File: src/rtl/alu_seq_pkg.sv
// alu_seq_pkg: shared defaults and state encoding for the ALU operand sequencer
package alu_seq_pkg;
  localparam int WIDTH_DEF = 5;
  localparam int SEL_W_DEF = 2;
  localparam int CNT_W_DEF = 8;
  typedef logic [1:0] state_t;
  localparam state_t GET_A = 2'd0;
  localparam state_t GET_B = 2'd1;
  localparam state_t EXEC  = 2'd2;
  localparam state_t HOLD  = 2'd3;
endpackage

File: src/rtl/alu_operand_sequencer.sv
// alu_operand_sequencer: collects A/B operands, drives an external ALU and hands the result downstream
module alu_operand_sequencer
  import alu_seq_pkg::*;
#(
  parameter int WIDTH = WIDTH_DEF,
  parameter int SEL_W = SEL_W_DEF,
  parameter int CNT_W = CNT_W_DEF
) (
  input  logic             clk,
  input  logic             reset,
  input  logic             in_valid,
  output logic             in_ready,
  input  logic [WIDTH-1:0] in_data,
  input  logic [SEL_W-1:0] in_sel,
  input  logic             in_chain,
  output logic [WIDTH-1:0] alu_a,
  output logic [WIDTH-1:0] alu_b,
  output logic [SEL_W-1:0] alu_select,
  input  logic [WIDTH-1:0] alu_result,
  output logic             out_valid,
  input  logic             out_ready,
  output logic [WIDTH-1:0] out_data,
  output logic [SEL_W-1:0] out_sel,
  output logic [CNT_W-1:0] op_count
);
  state_t state;
  logic [WIDTH-1:0] last_result;
  assign in_ready  = (state == GET_A) || (state == GET_B);
  assign out_valid = (state == HOLD);
  always_ff @(posedge clk or posedge reset) begin
    if (reset) begin
      state       <= GET_A;
      alu_a       <= '0;
      alu_b       <= '0;
      alu_select  <= '0;
      out_data    <= '0;
      out_sel     <= '0;
      last_result <= '0;
      op_count    <= '0;
    end else begin
      case (state)
        GET_A: if (in_valid) begin
          // chained op: the new word is B and the previous result becomes A
          if (in_chain) begin
            alu_a      <= last_result;
            alu_b      <= in_data;
            alu_select <= in_sel;
            state      <= EXEC;
          end else begin
            alu_a <= in_data;
            state <= GET_B;
          end
        end
        GET_B: if (in_valid) begin
          alu_b      <= in_data;
          alu_select <= in_sel;
          state      <= EXEC;
        end
        EXEC: begin
          out_data    <= alu_result;
          out_sel     <= alu_select;
          last_result <= alu_result;
          state       <= HOLD;
        end
        default: if (out_ready) begin
          op_count <= op_count + 1'b1;
          state    <= GET_A;
        end
      endcase
    end
  end
endmodule

File: config.mk
export PLATFORM = sky130hd
export DESIGN_NAME = alu_operand_sequencer
export DESIGN_NICKNAME = d
export VERILOG_FILES = /design/src/rtl/alu_seq_pkg.sv /design/src/rtl/alu_operand_sequencer.sv
export SDC_FILE = /design/constraint.sdc
export NUM_CORES = 1
export LEC_CHECK = 0
export ABC_AREA = 1
export CAP_MARGIN = 20
export CELL_PAD_IN_SITES_DETAIL_PLACEMENT = 0
export CELL_PAD_IN_SITES_GLOBAL_PLACEMENT = 2
export CORE_MARGIN = 2
export CORE_UTILIZATION = 26
export CTS_CLUSTER_SIZE = 20
export DETAILED_ROUTE_END_ITERATION = 6
export PLACE_DENSITY = 0.84
export SYNTH_ARGS = -nofsm -noshare
export SYNTH_HDL_FRONTEND = slang
export SYNTH_SLANG_ARGS = --single-unit
File: constraint.sdc
create_clock -name clk -period 1.63 [get_ports clk]
set_input_delay 0.2445 -clock clk [delete_from_list [all_inputs] [get_ports clk]]
set_output_delay 0.2445 -clock clk [all_outputs]
set_load 0.01 [all_outputs]
## After elaboration in Yosys (flattened, before gate mapping)

Index checks and enable logic that the tools add are counted.

| word-level totals | value |
|---|---|
| register bits | 29 |
| latch bits | 0 |
| RAM bits | 0 |
| memory bits (read-only) | 0 |
| bits of input ports | 17 |
| output and inout port bits | 29 |
| word-level logic and storage cells | 38 |
| memories | 0 |

| cells by class | value |
|---|---|
| $add $sub $neg | 1 |
| multipliers | 0 |
| div/mod/pow operators | 0 |
| magnitude comparators | 0 |
| eq/ne operators | 6 |
| shift-type cells | 0 |
| muxes and demuxes | 14 |
| bitwise operators | 1 |
| reductions and logical operators | 9 |

Operator list:

| kind | count |
|---|---|
| two-way mux 5 bit | 4 |
| two-way mux 2 bit | 7 |
| case mux 5 bit (2 select lines) | 1 |
| adder 8 x 1 -> 8 bit, second input constant | 1 |
| != test 2 bit, second input constant | 3 |
| case mux 2 bit (3 select lines) | 1 |
| == test 2 bit, second input constant | 2 |
| case mux 2 bit (2 select lines) | 1 |
| AND reduction 2 bit | 2 |
| AND reduction 4 bit | 1 |
| nonzero test 4 bit | 1 |
| AND reduction 3 bit | 1 |
| OR reduction 3 bit | 1 |
| == test 2 x 1 -> 1 bit, second input constant | 1 |
| logical NOT 2 bit | 1 |
| nonzero test 2 bit | 1 |
| logical OR 1 bit | 1 |
| inverter 1 bit | 1 |

## Depth between registers and ports, before layout

Gate-level depths: netlist of the first run.

| logic depth | value |
|---|---|
| depth after elaboration | 4 |
| depth in mapped cells | 7 |
| depth with buffers taken out | 7 |

## Worst setup path after synthesis of the first run

No wires, ideal clock.

| timing path | value |
|---|---|
| path type | register to register |
| start | register state[1] |
| end | register alu_select[0] |
| setup time | 117 ps |
| arrival | 1,256 ps |
| data required time | 1,513 ps |
| slack | 258 ps |
| stages on the path, launching flop included | 8 |
| buffers on the path | 0 |
| clock period less this slack | 1,372 ps |
| path through | dfrtp_1 > inv_1 > ha_1 > nor2_1 > a21oi_4 > nand2_4 > nand2_1 > nand2_1 |

| on the way | value |
|---|---|
| cells in the longest elaborated chain, start to end | 3 |
| elaborated cells on any way between the ends | 8 |
| those cells by class | eq/ne (4); mux (1); reduce/logical (3) |

RTL lines:

| item | line | source |
|---|---|---|
| from (decl) | alu_operand_sequencer.sv:26 | `state_t state;` |
| from (signal assigned) | alu_operand_sequencer.sv:32 | `state <= GET_A;` |
| from (signal assigned) | alu_operand_sequencer.sv:48 | `state <= EXEC;` |
| from (signal assigned) | alu_operand_sequencer.sv:51 | `state <= GET_B;` |
| == test 2 x 1 -> 1 bit / logical NOT 2 bit (equally long branches) | alu_operand_sequencer.sv:41 | `case (state)` |
| != test 2 bit (no source line) / nonzero test 2 bit (equally long branches) | -- |  |
| AND reduction 4 bit (no source line) | -- |  |
| to (signal assigned) | alu_operand_sequencer.sv:47 | `alu_select <= in_sel;` |
| to (signal assigned) | alu_operand_sequencer.sv:56 | `alu_select <= in_sel;` |
| to (decl) | alu_operand_sequencer.sv:18 | `output logic [SEL_W-1:0] alu_select,` |

Parallel ways exist; a longest one is shown, timed or not.
A chain may end at the register's enable or synchronous reset.

## Worst setup path in the final report of the first run

| timing path | value |
|---|---|
| start | register state[0] |
| end | output out_valid |

| on the way | value |
|---|---|
| cells in the longest elaborated chain, start to end | 1 |

RTL lines:

| item | line | source |
|---|---|---|
| == test 2 bit | alu_operand_sequencer.sv:29 | `assign out_valid = (state == HOLD);` |
| to (decl) | alu_operand_sequencer.sv:20 | `output logic out_valid,` |

No other way between the ends.

==> flow_metrics.py, run 1 <==
metrics = {
    "die": {
        "die_w_um": 77.1,
        "start_util": 0.270,
        "die_area_um2": 5940,
        "die_y_um": 77.1,
        "fp.coreArea_um2": 5140,
        "pin_count": 46,
        "fp-row-count": 26,
    },
    "worst_setup_path": {
        "worstSetupStartpointType": "register",
        "crit_fanout": 4,
        "cp.depth": 3,
        "worst_path_largest_cell_delay_ps": 400,
        "path_class": "reg -> out",
        "worst_ep_required_time_ps": 1390,
        "worstRegToRegCells": 7,
        "worstPathCellList": "buf_4 -> ha_1 -> dlygate4sd2_1",
        "critical_path_arrival_ps": 1310,
        "cp_top_family": "buffers and inverters",
        "cp-end-kind": "primary output",
        "cpMaxStageDelayCell": "dfrtp_1",
        "path_buf_inv": 2,
    },
    "place": {
        "routabilityCongestion": 0.726,
        "io_buffer_count": 45,
        "dpl_worst_slack_ps": 85.8,
        "dp_hpwl_um": 2460,
    },
    "timing": {
        "period_needed_ps": 1560,
        "setup_tns_ps": 0,
        "finalSetupViolations": 0,
        "slew_headroom": 0.758,
        "hold_viol": 0,
        "rsz0062_at_grt": "false",
        "worst_slack_ps": 71.4,
        "fin_skew_ps": 3.18,
        "slew_violations": 0,
        "finalCritPeriodShare": 0.956,
        "tightest_slew_ps": 363,
        "fmaxAchievable_mhz": 642,
    },
    "run_status": {
        "status": "completed",
    },
    "drt": {
        "num_vias": 1173,
        "wirelength_um": 3180,
        "wire_per_inst_um": 11.2,
        "avgViaCountPerCell": 4.12,
        "post-route-drc-count": 0,
        "drtIter0Drc": 40,
        "dr.pass1.iters": 4,
        "ant_nets": 0,
    },
    "synth": {
        "synth_common_cells": "nand2_1, dfrtp_1, inv_1, nand3_1",
        "synth_area_um2": 1390,
        "synthCells": 148,
        "seq_area_frac_synth": 0.523,
        "ys_warn_count": 0,
        "synth_top_area_frac": 0.523,
        "synth_ff_type": "dfrtp_1",
        "synth_nets": 172,
        "synth_most_common_cell": "nand2_1",
        "synth_top_area_cell": "dfrtp_1",
        "ys_async_sr_fraction": 1.00,
        "synth_area_per_cell_um2": 9.38,
        "synth_edf_count": 0,
        "synth_seq_cells": 29,
        "ys_types": 18,
        "synth.area.top_cells": "dfrtp_1, nand2_1, mux2_2, ha_1, nand3_1",
    },
    "final_layout": {
        "diodes": 0,
        "fin_util": 0.411,
        "nets": 238,
        "post_route_cells_drive_above_1_share": 0.172,
        "area_growth_pct": 52.4,
    },
    "clock_network": {
        "clock_latency_ps": 280,
        "cts_made_buffers": 5,
        "ctsHoldBuffers": 0,
        "cts_tree": "yes",
        "htree_levels": 2,
        "cts.clk_slew.worst_paths_ps": 60,
        "clockBufferDepth": 2,
        "cts_root_buffer": "clkbuf_8",
        "cts.sinks": 29,
    },
    "global_routing": {
        "overflow": 0,
        "antenna_found_initial": 0,
        "grt_pass1_wl_um": 5500,
        "grt_usage": 0.117,
        "grt_pass1_vias": 1169,
        "grt_max_degree": 30,
    },
    "worst_hold_path": {
        "holdCritPathClass": "in -> async",
    },
    "run": {
        "cap_viol_max_count": 0,
    },
    "power_and_ir_drop": {
        "leakagePower_nw": 1.03,
        "ir_drop_uv": 665,
        "power_density_nw_per_um2": 1820,
    },
}
## final cells by class
class | count | area [um2]
clock inverters | 2 | 10.0
clock buffers | 6 | 72.6
flip-flops and latches | 29 | 726
multi-input cells | 100 | 594
repair buffers | 60 | 557
inverters | 18 | 67.6
well taps | 70 | 87.6
fillers | 574 | 3030
## flip-flops by register name, summed over array words and instances (netlist names)
signal and count:
alu_select 2, alu_b 5, state 2, last_result 5, out_sel 2, alu_a 5
op_count 8
## path summary, 6_finish.rpt
kind	slack, ps	endpoint	start
worst max-delay path	70	out_valid	state[0]$_DFFE_PP0P_
worst min-delay path	350	alu_select[0]$_DFFE_PP0P_	reset
worst max register to register	180	alu_b[4]$_DFFE_PP0P_	state[0]$_DFFE_PP0P_
worst min register to register	480	alu_b[4]$_DFFE_PP0P_	alu_b[4]$_DFFE_PP0P_
max in group asynchronous	1020	alu_a[1]$_DFFE_PP0P_	reset
min in group clk	480	alu_b[4]$_DFFE_PP0P_	alu_b[4]$_DFFE_PP0P_
## logic make-up after synthesis
group	after synthesis	synth area share
AND/OR/NAND/NOR	66	0.197
flip-flops	29	0.523
buffers and inverters	19	0.0523
AO/OA/AOI/OAI	15	0.0739
multiplexers	8	0.0649
adder cells (fa/ha/maj)	7	0.0631
XOR/XNOR	4	0.0253
## metrics by stage
stage | total power, mW | instances | cell area, um2 | hold WS [ps]
3_5_place_dp | 3.30 | 274 | 2010 | 467
5_1_grt | 4.20 | 285 | 2110 | 382
6_report | 3.85 | 285 | 2110 | 349
2_1_floorplan | 2.26 | 148 | 1390 | 323
3_3_place_gp | 3.28 | 274 | 2010 | 465
4_1_cts | 3.86 | 282 | 2090 | 360
## worst register-to-register path, stage by stage, from the launching register on
cell and delay (ps):
dfrtp_1 370, inv_1 70, buf_4 140, ha_2 210, o21bai_4 250, buf_4 170
nand3_1 90, nand2_1 90
## where the power goes
| group | total (mW) | switching [mW] | internal (mW) |
|---|---|---|---|
| Clock | 0.564 | 0.269 | 0.295 |
| Sequential | 1.26 | 0.216 | 1.04 |
| Combinational | 2.03 | 0.915 | 1.12 |
| Total | 3.85 | 1.40 | 2.45 |
## what timing repair did
action,4_1_cts,5_1_grt
endpoints found under the setup margin,2,3
buffers inserted,0,3
resized for setup,3,3
pin swaps,1,1
## per-layer routing
metal	up-vias	routed length (um)	GRT usage
met3	4	121	0.0365
met2	25	1460	0.176
met1	540	1550	0.157
met5	-	0	0
li1	604	-	-
met4	0	51	0.0429
## layout by cell type, fill, tap and decap left out, drive strengths merged, types with 8 or more instances in the layout
master         count
a21oi             11
buf               15
nand3             13
inv               18
dfrtp             29
clkdlybuf4s50     43
nor2              10
mux2               8
nand2             42
(Power assumes the default switching activity.)
==> run 2: changes to the inputs <==
--- a/config.mk
+++ b/config.mk
@@ -14,6 +14,7 @@
 export CTS_CLUSTER_SIZE = 20
 export DETAILED_ROUTE_END_ITERATION = 6
 export PLACE_DENSITY = 0.84
+export REMOVE_ABC_BUFFERS = 1
 export SYNTH_ARGS = -nofsm -noshare
 export SYNTH_HDL_FRONTEND = slang
 export SYNTH_SLANG_ARGS = --single-unit
==> flow_metrics.py, run 2 (synthesized netlist as in run 1, its figures left out) <==
metrics = {
    "place": {
        "post_dp_cell_area_um2": 2020,
        "io_buffer_count": 45,
        "routabilityCongestion": 0.713,
        "dp_hpwl_um": 2360,
        "dpl_worst_slack_ps": 54.8,
    },
    "global_routing": {
        "overflow": 0,
        "antenna_found_initial": 0,
        "grt_pass1_wl_um": 5370,
        "grt_max_degree": 30,
        "grt_usage": 0.115,
        "grt_pass1_vias": 1160,
    },
    "worst_setup_path": {
        "worst_path_largest_cell_delay_ps": 390,
        "crit_fanout": 3,
        "critical_path_arrival_ps": 1290,
        "worstPathCellList": "inv_2 -> ha_2 -> nor2_4 -> inv_1 -> clkdlybuf4s15_1",
        "cpMaxStageDelayCell": "dfrtp_1",
        "cp-end-kind": "primary output",
        "path_buf_inv": 3,
        "path_class": "reg -> out",
        "worst_ep_required_time_ps": 1390,
        "cp_top_family": "flip-flops",
        "reg2reg_setup_slack_ps": 180,
        "worstSetupStartpointType": "register",
    },
    "timing": {
        "rsz0062_at_grt": "false",
        "worst_slack_ps": 93.4,
        "finalSetupViolations": 0,
        "hold_viol": 0,
        "slew_violations": 0,
        "finalCritPeriodShare": 0.943,
        "setup_tns_ps": 0,
        "period_needed_ps": 1540,
        "slew_headroom": 0.752,
        "fin_skew_ps": 6.12,
        "fmaxAchievable_mhz": 651,
        "tightest_slew_ps": 372,
    },
    "power_and_ir_drop": {
        "sw_frac_of_total": 0.342,
        "power_frac_comb": 0.500,
        "leakagePower_nw": 1.03,
        "p_seq_frac": 0.312,
        "power.total_mw": 4.05,
        "switching_power_mw": 1.38,
        "power.internal_mw": 2.66,
        "power_density_nw_per_um2": 1880,
        "pwr-share-clk": 0.187,
        "ir_drop_uv": 792,
    },
    "die": {
        "pin_count": 46,
        "die_area_um2": 5940,
        "fp.coreArea_um2": 5140,
        "die_w_um": 77.1,
        "die_y_um": 77.1,
        "start_util": 0.270,
        "fp-row-count": 26,
    },
    "clock_network": {
        "clockBufferDepth": 2,
        "clock_latency_ps": 270,
        "cts.sinks": 29,
        "cts_root_buffer": "clkbuf_8",
        "cts.clk_slew.worst_paths_ps": 60,
        "cts_tree": "yes",
        "htree_levels": 2,
        "ctsHoldBuffers": 0,
        "cts_made_buffers": 5,
    },
    "run_status": {
        "status": "completed",
    },
    "final_layout": {
        "final_area_um2": 2150,
        "num-fill-cells": 540,
        "final_common_cell": "clkdlybuf4s50_1",
        "final_cell_mix": "clkdlybuf4s50_1, nand2_1, dfrtp_1, inv_1",
        "area_growth_pct": 54.7,
        "post_route_cells_drive_above_1_share": 0.169,
        "largest_register": "op_count",
        "fin_util": 0.418,
        "largest_reg_flops": 8,
        "nets": 236,
        "diodes": 0,
    },
    "drt": {
        "wire_per_inst_um": 10.8,
        "dr.pass1.iters": 4,
        "post-route-drc-count": 0,
        "avgViaCountPerCell": 3.98,
        "ant_nets": 0,
        "drtIter0Drc": 55,
        "num_vias": 1127,
        "wirelength_um": 3070,
    },
    "worst_hold_path": {
        "holdCritPathClass": "in -> async",
    },
    "run": {
        "cap_viol_max_count": 0,
    },
}
## run 2: cell count changes in the layout (fill, tap and decap cells not counted), sizes merged
cell,previous run,this run
bufinv,0,1
dlygate4sd2,1,0
buf,15,13
clkdlybuf4s15,0,2
clkinv,2,0
## run 2: per-stage QoR
stage,std cells,hold slack [ps]
final,283,351
after global routing,283,408
after CTS,283,363
after detailed placement,275,464
after global placement,275,456
after floorplan,147,323
## run 2: path summary, 6_finish.rpt
kind / startpoint / to / depth (start not counted)
setup / recovery: state[0]$_DFFE_PP0P_ / in_ready / 5
hold reg to reg: alu_b[2]$_DFFE_PP0P_ / alu_b[2]$_DFFE_PP0P_ / 2
hold / removal: reset / out_sel[0]$_DFFE_PP0N_ / 3
setup reg to reg: state[0]$_DFFE_PP0P_ / alu_b[4]$_DFFE_PP0P_ / 7
min in group clk: alu_b[2]$_DFFE_PP0P_ / alu_b[2]$_DFFE_PP0P_ / 2
max in group asynchronous: reset / alu_select[1]$_DFFE_PP0P_ / 3
## run 2: cell type report
| class | instances | area [um2] | share of cell area |
|---|---|---|---|
| well taps | 70 | 87.6 | 0.0408 |
| repair buffers | 58 | 548 | 0.255 |
| multi-input cells | 100 | 602 | 0.280 |
| clock inverters | 1 | 30.0 | 0.0140 |
| clock buffers | 7 | 86.3 | 0.0402 |
| inverters | 18 | 67.6 | 0.0315 |
| flip-flops and latches | 29 | 726 | 0.338 |
## run 2: power by group through the flow
stage,Combinational [mW],Sequential (mW),Clock [mW]
2_1_floorplan,0.861,1.40,0
4_1_cts,2.03,1.27,0.790
3_5_place_dp,2.03,1.28,0
6_report,2.02,1.26,0.759
3_3_place_gp,2.03,1.27,0
5_1_grt,2.25,1.32,0.823
## run 2: what timing repair did
action,CTS,global route
pin swaps,1,1
buffers inserted,0,0
endpoints found under the setup margin,2,1
resized for setup,3,6
## run 2: tightest hold or removal path: stages
cell	delay, ps
clkdlybuf4s50_1	400
inv_1	50
buf_4	340
## run 2: metal layers
layer	wire, um	vias to the layer above	GRT usage
li1	-	600	-
met1	1490	499	0.152
met2	1390	22	0.173
met3	126	6	0.0329
met4	55	0	0.0536
met5	0	-	0
